File: src/rtl/uart_alu_if.sv
// uart_alu_if: byte/ALU/TX handshake bundle between the frame sequencer and its UART/ALU peers.
interface uart_alu_if #(
  parameter int NBITS = 8,
  parameter int NOP   = 6
);
  logic             rx_done;
  logic [NBITS-1:0] rx_data;
  logic [NBITS-1:0] alu_result;
  logic             tx_done;
  logic [NBITS-1:0] alu_a;
  logic [NBITS-1:0] alu_b;
  logic [NOP-1:0]   alu_op;
  logic             tx_start;
  logic [NBITS-1:0] tx_data;
  logic             timeout;
  logic             overrun;
  modport master (
    input  rx_done, rx_data, alu_result, tx_done,
    output alu_a, alu_b, alu_op, tx_start, tx_data, timeout, overrun
  );
  modport slave (
    output rx_done, rx_data, alu_result, tx_done,
    input  alu_a, alu_b, alu_op, tx_start, tx_data, timeout, overrun
  );
endinterface

File: src/rtl/uart_alu_ctrl.sv
// uart_alu_ctrl: gathers A/B/opcode bytes from UART RX, feeds the ALU, sends one result byte per frame.
module uart_alu_ctrl #(
  parameter int NBITS   = 8,
  parameter int NOP     = 6,
  parameter int TIMEOUT = 1000000
) (
  input logic clk,
  input logic rst,
  uart_alu_if.master bus
);
  localparam int CW = TIMEOUT > 0 ? $clog2(TIMEOUT + 1) : 1;
  typedef enum logic [2:0] {WAIT_A, WAIT_B, WAIT_OP, SEND, WAIT_TX} state_t;
  state_t state, state_n;
  logic [CW-1:0] cnt, cnt_n;
  logic [NBITS-1:0] a_n, b_n, tx_data_n;
  logic [NOP-1:0] op_n;
  logic tx_start_n, timeout_n, overrun_n, waiting, busy, expire;
  assign waiting = state == WAIT_B || state == WAIT_OP;
  assign busy = state == SEND || state == WAIT_TX;
  // A byte arriving on the terminal-count cycle beats the timeout.
  assign expire = TIMEOUT > 0 && waiting && !bus.rx_done && cnt == CW'(TIMEOUT - 1);
  always_comb begin
    state_n = state;
    a_n = bus.alu_a;
    b_n = bus.alu_b;
    op_n = bus.alu_op;
    tx_data_n = bus.tx_data;
    tx_start_n = 1'b0;
    timeout_n = 1'b0;
    overrun_n = bus.overrun | (bus.rx_done & busy);
    cnt_n = (TIMEOUT > 0 && waiting && !bus.rx_done && !expire) ? cnt + CW'(1) : '0;
    case (state)
      WAIT_A: begin
        a_n = bus.rx_done ? bus.rx_data : bus.alu_a;
        state_n = bus.rx_done ? WAIT_B : WAIT_A;
      end
      WAIT_B: begin
        b_n = bus.rx_done ? bus.rx_data : bus.alu_b;
        state_n = bus.rx_done ? WAIT_OP : expire ? WAIT_A : WAIT_B;
        timeout_n = expire;
      end
      WAIT_OP: begin
        op_n = bus.rx_done ? bus.rx_data[NOP-1:0] : bus.alu_op;
        state_n = bus.rx_done ? SEND : expire ? WAIT_A : WAIT_OP;
        timeout_n = expire;
      end
      SEND: begin
        tx_data_n = bus.alu_result;
        tx_start_n = 1'b1;
        state_n = WAIT_TX;
      end
      WAIT_TX: state_n = bus.tx_done ? WAIT_A : WAIT_TX;
      default: state_n = WAIT_A;
    endcase
  end
  always_ff @(posedge clk) begin
    if (rst) begin
      state <= WAIT_A;
      cnt <= '0;
      bus.alu_a <= '0;
      bus.alu_b <= '0;
      bus.alu_op <= '0;
      bus.tx_data <= '0;
      bus.tx_start <= 1'b0;
      bus.timeout <= 1'b0;
      bus.overrun <= 1'b0;
    end else begin
      state <= state_n;
      cnt <= cnt_n;
      bus.alu_a <= a_n;
      bus.alu_b <= b_n;
      bus.alu_op <= op_n;
      bus.tx_data <= tx_data_n;
      bus.tx_start <= tx_start_n;
      bus.timeout <= timeout_n;
      bus.overrun <= overrun_n;
    end
  end
endmodule
File: src/flat_wrapper.sv
// flat-port wrapper written by rule: the top's interface ports become plain ports
module uart_alu_ctrl_flat 
#(
  parameter int NBITS   = 8,
  parameter int NOP     = 6,
  parameter int TIMEOUT = 1000000
)
  (clk, rst, bus_rx_done, bus_rx_data, bus_alu_result, bus_tx_done, bus_alu_a, bus_alu_b, bus_alu_op, bus_tx_start, bus_tx_data, bus_timeout, bus_overrun);
  uart_alu_if #(.NBITS(NBITS), .NOP(NOP)) bus_i ();
  input logic clk;
  input logic rst;
  input wire logic [$bits(bus_i.rx_done)-1:0] bus_rx_done;
  input wire logic [$bits(bus_i.rx_data)-1:0] bus_rx_data;
  input wire logic [$bits(bus_i.alu_result)-1:0] bus_alu_result;
  input wire logic [$bits(bus_i.tx_done)-1:0] bus_tx_done;
  output wire logic [$bits(bus_i.alu_a)-1:0] bus_alu_a;
  output wire logic [$bits(bus_i.alu_b)-1:0] bus_alu_b;
  output wire logic [$bits(bus_i.alu_op)-1:0] bus_alu_op;
  output wire logic [$bits(bus_i.tx_start)-1:0] bus_tx_start;
  output wire logic [$bits(bus_i.tx_data)-1:0] bus_tx_data;
  output wire logic [$bits(bus_i.timeout)-1:0] bus_timeout;
  output wire logic [$bits(bus_i.overrun)-1:0] bus_overrun;
  assign bus_i.rx_done = bus_rx_done;
  assign bus_i.rx_data = bus_rx_data;
  assign bus_i.alu_result = bus_alu_result;
  assign bus_i.tx_done = bus_tx_done;
  assign bus_alu_a = bus_i.alu_a;
  assign bus_alu_b = bus_i.alu_b;
  assign bus_alu_op = bus_i.alu_op;
  assign bus_tx_start = bus_i.tx_start;
  assign bus_tx_data = bus_i.tx_data;
  assign bus_timeout = bus_i.timeout;
  assign bus_overrun = bus_i.overrun;
  uart_alu_ctrl #(.NBITS(NBITS), .NOP(NOP), .TIMEOUT(TIMEOUT)) u_core (.clk(clk), .rst(rst), .bus(bus_i));
endmodule
File: config.mk
export PLATFORM = sky130hd
export DESIGN_NAME = uart_alu_ctrl_flat
export DESIGN_NICKNAME = d
export VERILOG_FILES = /design/src/rtl/uart_alu_if.sv /design/src/rtl/uart_alu_ctrl.sv /design/src/flat_wrapper.sv
export SDC_FILE = /design/constraint.sdc
export NUM_CORES = 1
export LEC_CHECK = 0
export BUFFER_PORTS_ARGS = -buffer_cell sky130_fd_sc_hd__buf_2
export CAP_MARGIN = 5
export CORE_MARGIN = 4
export CORE_UTILIZATION = 45
export CTS_BUF_LIST = sky130_fd_sc_hd__clkbuf_4 sky130_fd_sc_hd__clkbuf_8
export CTS_CLUSTER_DIAMETER = 30
export DETAILED_ROUTE_END_ITERATION = 7
export PLACE_DENSITY_LB_ADDON = 0.3
export SETUP_SLACK_MARGIN = 0.05
export SLEW_MARGIN = 20
export SYNTH_ARGS = -nofsm -noshare
export SYNTH_HDL_FRONTEND = slang
export SYNTH_SLANG_ARGS = --single-unit
File: constraint.sdc
create_clock -name clk -period 1.78 [get_ports clk]
set_input_delay 0.267 -clock clk [delete_from_list [all_inputs] [get_ports clk]]
set_output_delay 0.267 -clock clk [all_outputs]
set_load 0.01 [all_outputs]
==> flow_metrics.py, run 1 <==
metrics = {
    "sta": {
        "setup_violations": 0,
        "maxSlewHeadroom_pct": 76.97,
        "tightest_slew_ns": 0.3455,
        "fmax_mhz": 624.4,
        "grt_setup_unrepaired": "no",
        "slew_violations": 0,
        "setup_tns_ns": 0,
        "hold_viol_final": 0,
        "fin_crit_sh_pct": 89.97,
        "final.min_clock_period_ns": 1.601,
        "skew_ns": 0.01622,
        "setup_ws_ns": 0.1785,
    },
    "hold_path": {
        "min_path_type": "in2reg",
    },
    "cts": {
        "cts_tree": "built",
        "clk_pin_slew_ns": 0.10,
        "clock_sinks": 56,
        "clk_latency_ns": 0.31,
        "cts_buffer_depth": 2,
        "htree_levels": 2,
        "cts_buffers": 5,
        "holdBufCountCts": 0,
        "cts-root-buf": "clkbuf_8",
    },
    "die": {
        "io-pin-count": 53,
        "die-area_um2": 6176,
        "rows": 25,
        "dieHeight_um": 78.59,
        "die_w_um": 78.59,
        "initial_core_util_pct": 46.85,
        "core-area_um2": 4786,
    },
    "drt": {
        "final_antenna_net_count": 0,
        "viasPerCell": 4.915,
        "drcViolationCount": 0,
        "routedWlPerCell_um": 11.92,
        "wirelength_um": 4494,
        "detailroute.via_count": 1853,
        "dr.pass1.iters": 4,
        "drt_iter0_markers": 82,
    },
    "place": {
        "gp_congestion": 0.8282,
        "place.port_buffers": 52,
        "dp_hpwl_um": 3211,
        "placed_area_um2": 2634,
        "pre_cts_ws_ns": 0.09550,
    },
    "global_route": {
        "antenna_found_initial": 0,
        "gr-total-overflow": 0,
        "grt_max_degree": 36,
        "grt_pass1_wl_um": 8079,
        "grtUsageTotal_pct": 15.94,
        "grt_pass1_vias": 1797,
    },
    "worst_setup_path": {
        "arrival_ns": 1.84,
        "startpoint_type": "flip-flop",
        "required_ns": 2.02,
        "cp-end-kind": "flip-flop",
        "path_class": "reg2reg",
        "crit_fanout": 7,
    },
    "synthesis": {
        "netlist.area_leader.share_pct": 50.00,
        "synth_edf_count": 0,
        "yosysUniqueCellTypes": 39,
        "netlist_top_cells_area": "dfxtp_1 (50%), nand2_1 (6.4%), mux2i_1 (6.3%), nor2_1 (5.2%), a21oi_1 (5.1%)",
        "synthCells": 247,
        "syn_avg_cell_area_um2": 9.078,
        "async_flop_share_pct": 0,
        "ys_seq_area_share_pct": 50.00,
        "syn-num-nets": 268,
        "post-synth-top-area-cell": "dfxtp_1",
        "synth_flop_cell": "dfxtp_1",
        "yosys-top-cells-count": "dfxtp_1 (56), nand2_1 (38), nor2_1 (31)",
        "ys_warn_count": 0,
        "synth_seq_cells": 56,
        "synth_most_common_cell": "dfxtp_1",
        "syn_area_um2": 2242,
    },
    "cells_and_area": {
        "syn2layout_area_growth_pct": 22.04,
        "antennaDiodeCount": 0,
        "final_util_pct": 57.18,
        "drive_gt1_share_pct": 26.45,
        "stdcell_area_um2": 2736,
        "nets": 330,
    },
    "run_status": {
        "status": "complete, no violations",
    },
    "power_and_ir_drop": {
        "vdd_ir_drop_max_mv": 0.5979,
        "finalPower_mw": 2.168,
        "p_leak_nw": 1.098,
        "p_per_area_nw_per_um2": 792.3,
    },
    "flow_run": {
        "cap_viol_max_count": 0,
    },
}
==> placed cells by master, fill, tap and decap left out, types with 4 or more instances in the layout <==
cell type,synthesis,layout
buf_2,1,52
nor2_1,31,31
or3_1,5,5
clkbuf_8,0,5
a21oi_1,23,23
nand2_1,38,38
dfxtp_1,56,55
nand4_1,6,6
mux2i_1,14,14
o21ai_0,5,5
xor2_1,11,11
and2_1,4,4
nand3_1,7,7
buf_4,2,12
==> flip-flops by register name, indices dropped and copies added (netlist names) <==
signal,cells
u_core.bus.alu_op,6
u_core.bus.alu_a,8
u_core.bus.overrun,1
u_core.state,3
u_core.cnt,20
u_core.bus.tx_data,8
u_core.bus.tx_start,1
u_core.bus.timeout,1
u_core.bus.alu_b,8
==> stage by stage <==
| stage | hold slack, ns | cells |
|---|---|---|
| after CTS | 0.1765 | 376 |
| after global placement | 0.4387 | 368 |
| after global routing | 0.1786 | 377 |
| final | 0.1837 | 377 |
| after floorplan | 0.4030 | 247 |
| after detailed placement | 0.4446 | 368 |
==> worst max-delay path: stages (launching register included) <==
cell and delay (ns):
dfxtp_1 0.39, and4_2 0.31, nand4_4 0.16, or4_4 0.55
a21oi_2 0.14
==> path summary, 6_finish.rpt <==
check                                          from                     to  slack (ns)  cells after the start
worst min register to register  u_core.bus.alu_a[6]    u_core.bus.alu_a[6]        0.46                      2
worst max register to register        u_core.cnt[3]         u_core.cnt[19]        0.18                      4
worst min-delay path              bus_alu_result[1]  u_core.bus.tx_data[1]        0.18                      3
worst max-delay path                  u_core.cnt[3]         u_core.cnt[19]        0.18                      4
==> power breakdown <==
part           total, mW  internal [mW]  switching [mW]
sequential          1.29           1.28          0.0129
clock              0.692          0.280           0.412
combinational      0.183         0.0812           0.101
total               2.17           1.64           0.526
==> cell families (layout without fill, tap and decap cells) <==
family | count (synthesis) | count (layout) | synth area share (%)
buffers and inverters | 13 | 76 | 2.957
flip-flops | 56 | 56 | 50.00
multiplexers | 14 | 14 | 6.250
AND/OR/NAND/NOR | 114 | 114 | 25.73
AO/OA/AOI/OAI | 36 | 36 | 9.430
adder cells (fa/ha/maj) | 1 | 1 | 0.5579
XOR/XNOR | 13 | 13 | 5.078
==> per-layer routing <==
layer	share of wire, %	global-route usage [%]	routed length (um)
met4	1.5	6.818	68
met5	0	0	0
met3	3.9	3.440	174
met2	47	26.15	2118
met1	47	20.10	2133
==> layout make-up <==
| class | count | area, um2 |
|---|---|---|
| flip-flops and latches | 56 | 1122 |
| clock buffers | 5 | 68.82 |
| well taps | 67 | 83.83 |
| clock inverters | 3 | 21.27 |
| fillers | 467 | 2049 |
| multi-input cells | 178 | 1059 |
| repair buffers | 65 | 370.4 |
| inverters | 3 | 11.26 |
==> what timing repair did <==
action	4_1_cts	5_1_grt
gates resized for setup	0	3
endpoints found under the hold margin	0	0
setup endpoints to repair	0	5
buffers inserted	0	1
Note: power is estimated with default switching activity, not from simulation.
==> run 2: changes to the inputs <==
--- a/config.mk
+++ b/config.mk
@@ -7,12 +7,13 @@
 export LEC_CHECK = 0
 export BUFFER_PORTS_ARGS = -buffer_cell sky130_fd_sc_hd__buf_2
 export CAP_MARGIN = 5
+export CORE_ASPECT_RATIO = 1.5
 export CORE_MARGIN = 4
 export CORE_UTILIZATION = 45
 export CTS_BUF_LIST = sky130_fd_sc_hd__clkbuf_4 sky130_fd_sc_hd__clkbuf_8
 export CTS_CLUSTER_DIAMETER = 30
 export DETAILED_ROUTE_END_ITERATION = 7
-export PLACE_DENSITY_LB_ADDON = 0.3
+export PLACE_DENSITY = 0.79
 export SETUP_SLACK_MARGIN = 0.05
 export SLEW_MARGIN = 20
 export SYNTH_ARGS = -nofsm -noshare
==> flow_metrics.py, run 2 (same netlist as run 1, synthesis figures left out) <==
metrics = {
    "run_status": {
        "status": "complete, no violations",
    },
    "drt": {
        "detailroute.via_count": 1879,
        "final_antenna_net_count": 0,
        "routedWlPerCell_um": 12.56,
        "dr.pass1.iters": 6,
        "viasPerCell": 4.997,
        "wirelength_um": 4724,
        "drcViolationCount": 0,
        "drt_iter0_markers": 79,
    },
    "die": {
        "io-pin-count": 53,
        "initial_core_util_pct": 46.62,
        "rows": 31,
        "die-area_um2": 6199,
        "core-area_um2": 4810,
        "dieHeight_um": 94.45,
        "die_w_um": 65.64,
    },
    "sta": {
        "hold_viol_final": 0,
        "grt_setup_unrepaired": "no",
        "setup_tns_ns": 0,
        "maxSlewHeadroom_pct": 76.60,
        "fin_crit_sh_pct": 90.99,
        "fmax_mhz": 617.4,
        "skew_ns": 0.006359,
        "setup_violations": 0,
        "final.min_clock_period_ns": 1.620,
        "tightest_slew_ns": 0.3510,
        "slew_violations": 0,
        "hold_ws_ns": 0.1822,
    },
    "cells_and_area": {
        "drive_gt1_share_pct": 25.81,
        "antennaDiodeCount": 0,
        "nets": 330,
        "regMostFlops": "u_core.cnt",
        "largest_reg_flops": 20,
        "most-common-layout-cells": "dfxtp_1 (56), buf_2 (52), nand2_1 (38)",
        "final_common_cell": "dfxtp_1",
        "syn2layout_area_growth_pct": 22.66,
        "fin_cells": 376,
    },
    "cts": {
        "clk_pin_slew_ns": 0.10,
        "cts-root-buf": "clkbuf_8",
        "clk_latency_ns": 0.31,
        "cts_tree": "built",
        "cts_buffer_depth": 2,
        "holdBufCountCts": 0,
        "cts_buffers": 5,
        "clock_sinks": 56,
        "htree_levels": 2,
    },
    "power_and_ir_drop": {
        "p_leak_nw": 1.108,
        "vdd_ir_drop_max_mv": 0.5830,
        "combPwrFrac_pct": 7.6,
        "p_int_mw": 1.819,
        "p_seq_share_pct": 55.3,
        "p_per_area_nw_per_um2": 852.2,
        "power_frac_clock_pct": 37.1,
        "switching_share_pct": 22.40,
        "power_switching_uw": 524.9,
    },
    "global_route": {
        "grt_pass1_wl_um": 7769,
        "grt_pass1_vias": 1751,
        "grt_max_degree": 36,
        "gr-total-overflow": 0,
        "antenna_found_initial": 0,
        "grtUsageTotal_pct": 16.04,
    },
    "worst_setup_path": {
        "startpoint_type": "flip-flop",
        "crit_fanout": 7,
        "cp_num_buf_inv": 0,
        "cpMaxStageDelayCell": "dfxtp_1",
        "r2r_cells": 4,
        "arrival_ns": 1.86,
        "path_delay_family": "simple AND/OR/NAND/NOR gates",
        "required_ns": 2.02,
        "cp_cell_sequence": "and2_1 > nand4_1 > or3_1 > a21oi_1",
        "slowest_delay_ns": 0.53,
        "cp.depth": 4,
        "cp-end-kind": "flip-flop",
        "path_class": "reg2reg",
    },
    "place": {
        "place.port_buffers": 52,
        "gp_congestion": 0.7551,
        "placed_cells": 366,
        "dp_hpwl_um": 3487,
    },
    "hold_path": {
        "min_delay_path_depth": 3,
        "min_path_type": "in2reg",
    },
    "flow_run": {
        "cap_viol_max_count": 0,
    },
}
-- run 2: layer usage --
| metal | track usage (%) | routed length (um) | up-vias |
|---|---|---|---|
| met5 | 0 | 0 | - |
| met4 | 9.862 | 112 | 0 |
| met3 | 3.452 | 247 | 10 |
| met2 | 26.44 | 2393 | 38 |
| met1 | 18.63 | 1971 | 865 |
| li1 | - | - | 966 |
-- run 2: stage by stage --
step                area (um2)  utilization [%]  setup slack, ns  power, mW
floorplan                 2242                -           0.2136      1.427
global placement          2613            54.32           0.2085      1.500
detailed placement        2613            54.32           0.1396      1.504
CTS                       2734            56.84           0.1161      2.370
global route              2750            57.18          0.04527      2.439
finish                    2750            57.18           0.1603      2.344
-- run 2: timing repair --
item,4_1_cts,5_1_grt
setup endpoints to repair,0,5
resized for setup,0,1
buffers inserted,0,2
-- run 2: cell type report --
| type | instances | area [um2] |
|---|---|---|
| multi-input combinational | 178 | 1056 |
| clock buffer | 6 | 82.58 |
| clock inverter | 2 | 38.79 |
| inverter | 3 | 11.26 |
| tap | 66 | 82.58 |
| sequential | 56 | 1121 |
| fill | 446 | 2059 |
| timing repair buffer | 65 | 357.8 |
-- run 2: power groups by stage --
| stage | registers (mW) | clock network (mW) | logic, mW |
|---|---|---|---|
| 4_1_cts | 1.30 | 0.893 | 0.180 |
| 3_5_place_dp | 1.32 | 0 | 0.179 |
| 5_1_grt | 1.30 | 0.940 | 0.198 |
| 2_1_floorplan | 1.33 | 0 | 0.0917 |
| 6_report | 1.30 | 0.869 | 0.178 |
| 3_3_place_gp | 1.32 | 0 | 0.176 |
-- run 2: worst register-to-register path: cells and delay by family, from the launching register on --
kind             cells  cell delay (ns)
AND/OR/NAND/NOR      3             0.90
flip-flops           1             0.53
AO/OA/AOI/OAI        1             0.14
-- run 2: path summary, 6_finish.rpt --
kind                               from                    end  slack [ns]
setup / recovery          u_core.cnt[6]         u_core.cnt[18]        0.16
hold / removal        bus_alu_result[1]  u_core.bus.tx_data[1]        0.18
setup reg to reg          u_core.cnt[6]         u_core.cnt[18]        0.16
hold reg to reg   u_core.bus.tx_data[7]  u_core.bus.tx_data[7]        0.46
==> run 3: changes to the inputs <==
--- a/config.mk
+++ b/config.mk
@@ -5,6 +5,7 @@
 export SDC_FILE = /design/constraint.sdc
 export NUM_CORES = 1
 export LEC_CHECK = 0
+export ABC_AREA = 1
 export BUFFER_PORTS_ARGS = -buffer_cell sky130_fd_sc_hd__buf_2
 export CAP_MARGIN = 5
 export CORE_ASPECT_RATIO = 1.5
@@ -13,9 +14,8 @@
 export CTS_BUF_LIST = sky130_fd_sc_hd__clkbuf_4 sky130_fd_sc_hd__clkbuf_8
 export CTS_CLUSTER_DIAMETER = 30
 export DETAILED_ROUTE_END_ITERATION = 7
-export PLACE_DENSITY = 0.79
+export PLACE_DENSITY = 0.78
 export SETUP_SLACK_MARGIN = 0.05
-export SLEW_MARGIN = 20
 export SYNTH_ARGS = -nofsm -noshare
 export SYNTH_HDL_FRONTEND = slang
 export SYNTH_SLANG_ARGS = --single-unit
==> flow_metrics.py, run 3 <==
metrics = {
    "cts": {
        "post_cts_buffers": 0,
        "cts-resized-gates": 0,
        "cts_tree": "built",
        "cts-root-buf": "clkbuf_8",
        "clock_sinks": 56,
        "cts_buffer_depth": 2,
        "clk_pin_slew_ns": 0.11,
        "holdBufCountCts": 0,
        "clk_latency_ns": 0.31,
        "htree_levels": 2,
        "cts_buffers": 5,
    },
    "synthesis": {
        "synth_seq_cells": 56,
        "syn_area_um2": 2360,
        "synth_edf_count": 0,
        "synth_flop_cell": "dfxtp_1",
        "yosysUniqueCellTypes": 27,
        "synth_most_common_cell": "nor2_1",
        "syn-num-nets": 340,
        "post-synth-top-area-cell": "dfxtp_1",
        "ys_seq_area_share_pct": 47.51,
        "async_flop_share_pct": 0,
        "syn_avg_cell_area_um2": 7.397,
        "netlist.area_leader.share_pct": 47.51,
        "ys_warn_count": 0,
        "yosys-top-cells-count": "nor2_1 (107), dfxtp_1 (56), nand2_1 (39)",
        "synthCells": 319,
        "netlist_top_cells_area": "dfxtp_1 (48%), nor2_1 (17%), o21ai_0 (6.8%), nand2_1 (6.2%), inv_1 (3.3%)",
    },
    "sta": {
        "slew_violations": 0,
        "final.min_clock_period_ns": 1.520,
        "grt_setup_unrepaired": "no",
        "maxSlewHeadroom_pct": 72.31,
        "hold_ws_ns": 0.1766,
        "setup_ws_ns": 0.2599,
        "fmax_mhz": 657.8,
        "tightest_slew_ns": 0.4139,
        "skew_ns": 0.01102,
        "hold_viol_final": 0,
        "setup_tns_ns": 0,
        "setup_violations": 0,
        "fin_crit_sh_pct": 85.40,
    },
    "worst_setup_path": {
        "slowest_delay_ns": 0.37,
        "r2r_cells": 6,
        "worst-r2r-setup-slack_ns": 0.26,
        "cp-endpoint": "u_core.cnt[11]",
        "cp-end-kind": "flip-flop",
        "crit-reg2reg-launch": "u_core.cnt[0]",
        "path_class": "reg2reg",
        "cpMostUsedCell": "nand3_1",
        "r2r-end": "u_core.cnt[11]",
        "arrival_ns": 1.71,
        "required_ns": 1.97,
        "cp_cell_sequence": "ha_1 > nand3_1 > inv_1 > nand3_1 > nand2_4 > nor2_1",
        "startpoint_type": "flip-flop",
        "critPathLaunch": "u_core.cnt[0]",
        "crit_fanout": 19,
        "cpMaxStageDelayCell": "dfxtp_1",
    },
    "global_route": {
        "antenna_found_initial": 0,
        "grt_pass1_vias": 2154,
        "gr-total-overflow": 0,
        "grtUsageTotal_pct": 17.50,
        "grt_max_degree": 25,
        "grt_pass1_wl_um": 9094,
    },
    "drt": {
        "dr.pass1.iters": 5,
        "highest_layer": "met4",
        "drt_iter0_markers": 59,
        "viasPerCell": 4.856,
        "routedWlPerCell_um": 11.59,
        "wl_met1_um": 2044,
        "met3_length_um": 223,
        "drcViolationCount": 0,
        "wirelength_um": 5148,
        "detailroute.via_count": 2156,
        "final_antenna_net_count": 0,
        "met2WireLength_um": 2732,
    },
    "cells_and_area": {
        "nets": 396,
        "most-common-layout-cells": "nor2_1 (107), dfxtp_1 (56), buf_2 (52)",
        "final_util_pct": 54.49,
        "largest_reg_flops": 20,
        "regMostFlops": "u_core.cnt",
        "syn2layout_area_growth_pct": 18.35,
        "antennaDiodeCount": 0,
        "drive_gt1_share_pct": 21.81,
        "final_common_cell": "nor2_1",
    },
    "die": {
        "initial_core_util_pct": 46.04,
        "core-area_um2": 5125,
        "io-pin-count": 53,
        "rows": 32,
        "die_w_um": 67.13,
        "die-area_um2": 6490,
        "dieHeight_um": 96.69,
    },
    "flow_run": {
        "cap_viol_max_count": 0,
    },
    "place": {
        "pre_cts_ws_ns": 0.2587,
        "place.port_buffers": 52,
        "gp_congestion": 0.8856,
        "dp_hpwl_um": 4006,
    },
    "hold_path": {
        "worstHoldStart": "bus_alu_result[3]",
        "min_path_type": "in2reg",
    },
    "power_and_ir_drop": {
        "finalPower_mw": 2.302,
        "p_leak_nw": 1.190,
        "p_per_area_nw_per_um2": 824.3,
        "vdd_ir_drop_max_mv": 0.6867,
    },
    "run_status": {
        "status": "complete, no violations",
    },
}
run 3: cell count changes after synthesis, moves of 5 or more:
cell,change
nor2_1,+76
xor2_1,-6
nand3_1,+5
inv_1,+18
or3_1,-5
mux2i_1,-14
o21ai_0,+27
a21oi_1,-13
run 3: kinds of logic after synthesis:
group / share of synthesized area (%)
simple gates: 34.25
flops: 47.51
compound gates: 9.544
buf+inv: 4.825
xor+xnor: 3.340
fa+ha+maj: 0.5301
run 3: area by class of cell:
cell class / count / area [um2]
Tap cell: 68 / 85.08
Sequential cell: 56 / 1121
Clock buffer: 6 / 82.58
Multi-Input combinational cell: 235 / 1125
Timing Repair Buffer: 54 / 275.3
Inverter: 23 / 86.33
Clock inverter: 2 / 17.52
Fill cell: 559 / 2332
run 3: per-layer routing:
layer  vias to the layer above  global-route usage, %
li1                       1120                      -
met1                       968                  19.35
met2                        54                  30.91
met3                        14                  2.904
met4                         0                  8.594
met5                         -                      0
run 3: worst min-delay path by stage:
stage / cells after the start / slack, ns / to
floorplan: 1 / 0.34 / u_core.state[0]
global placement: 1 / 0.43 / u_core.cnt[0]
detailed placement: 1 / 0.44 / u_core.cnt[0]
CTS: 3 / 0.16 / u_core.bus.tx_data[7]
global route: 3 / 0.19 / u_core.bus.tx_data[3]
finish: 3 / 0.18 / u_core.bus.tx_data[3]
run 3: metrics by stage:
| step | area [um2] | instances |
|---|---|---|
| floorplan | 2360 | 319 |
| global placement | 2693 | 436 |
| detailed placement | 2693 | 436 |
| CTS | 2793 | 444 |
| global route | 2793 | 444 |
| finish | 2793 | 444 |
run 3: critical path: cells and delay by family (launching register included):
kind / cells / cell delay [ns]
simple gates: 4 / 0.70
flops: 1 / 0.37
fa+ha+maj: 1 / 0.19
buf+inv: 1 / 0.15
run 3: power by group:
part | internal, mW | leakage [nW] | switching (mW) | total (mW)
combinational | 0.0870 | 0.683 | 0.145 | 0.232
clock | 0.327 | 0.0522 | 0.417 | 0.744
sequential | 1.30 | 0.455 | 0.0259 | 1.33
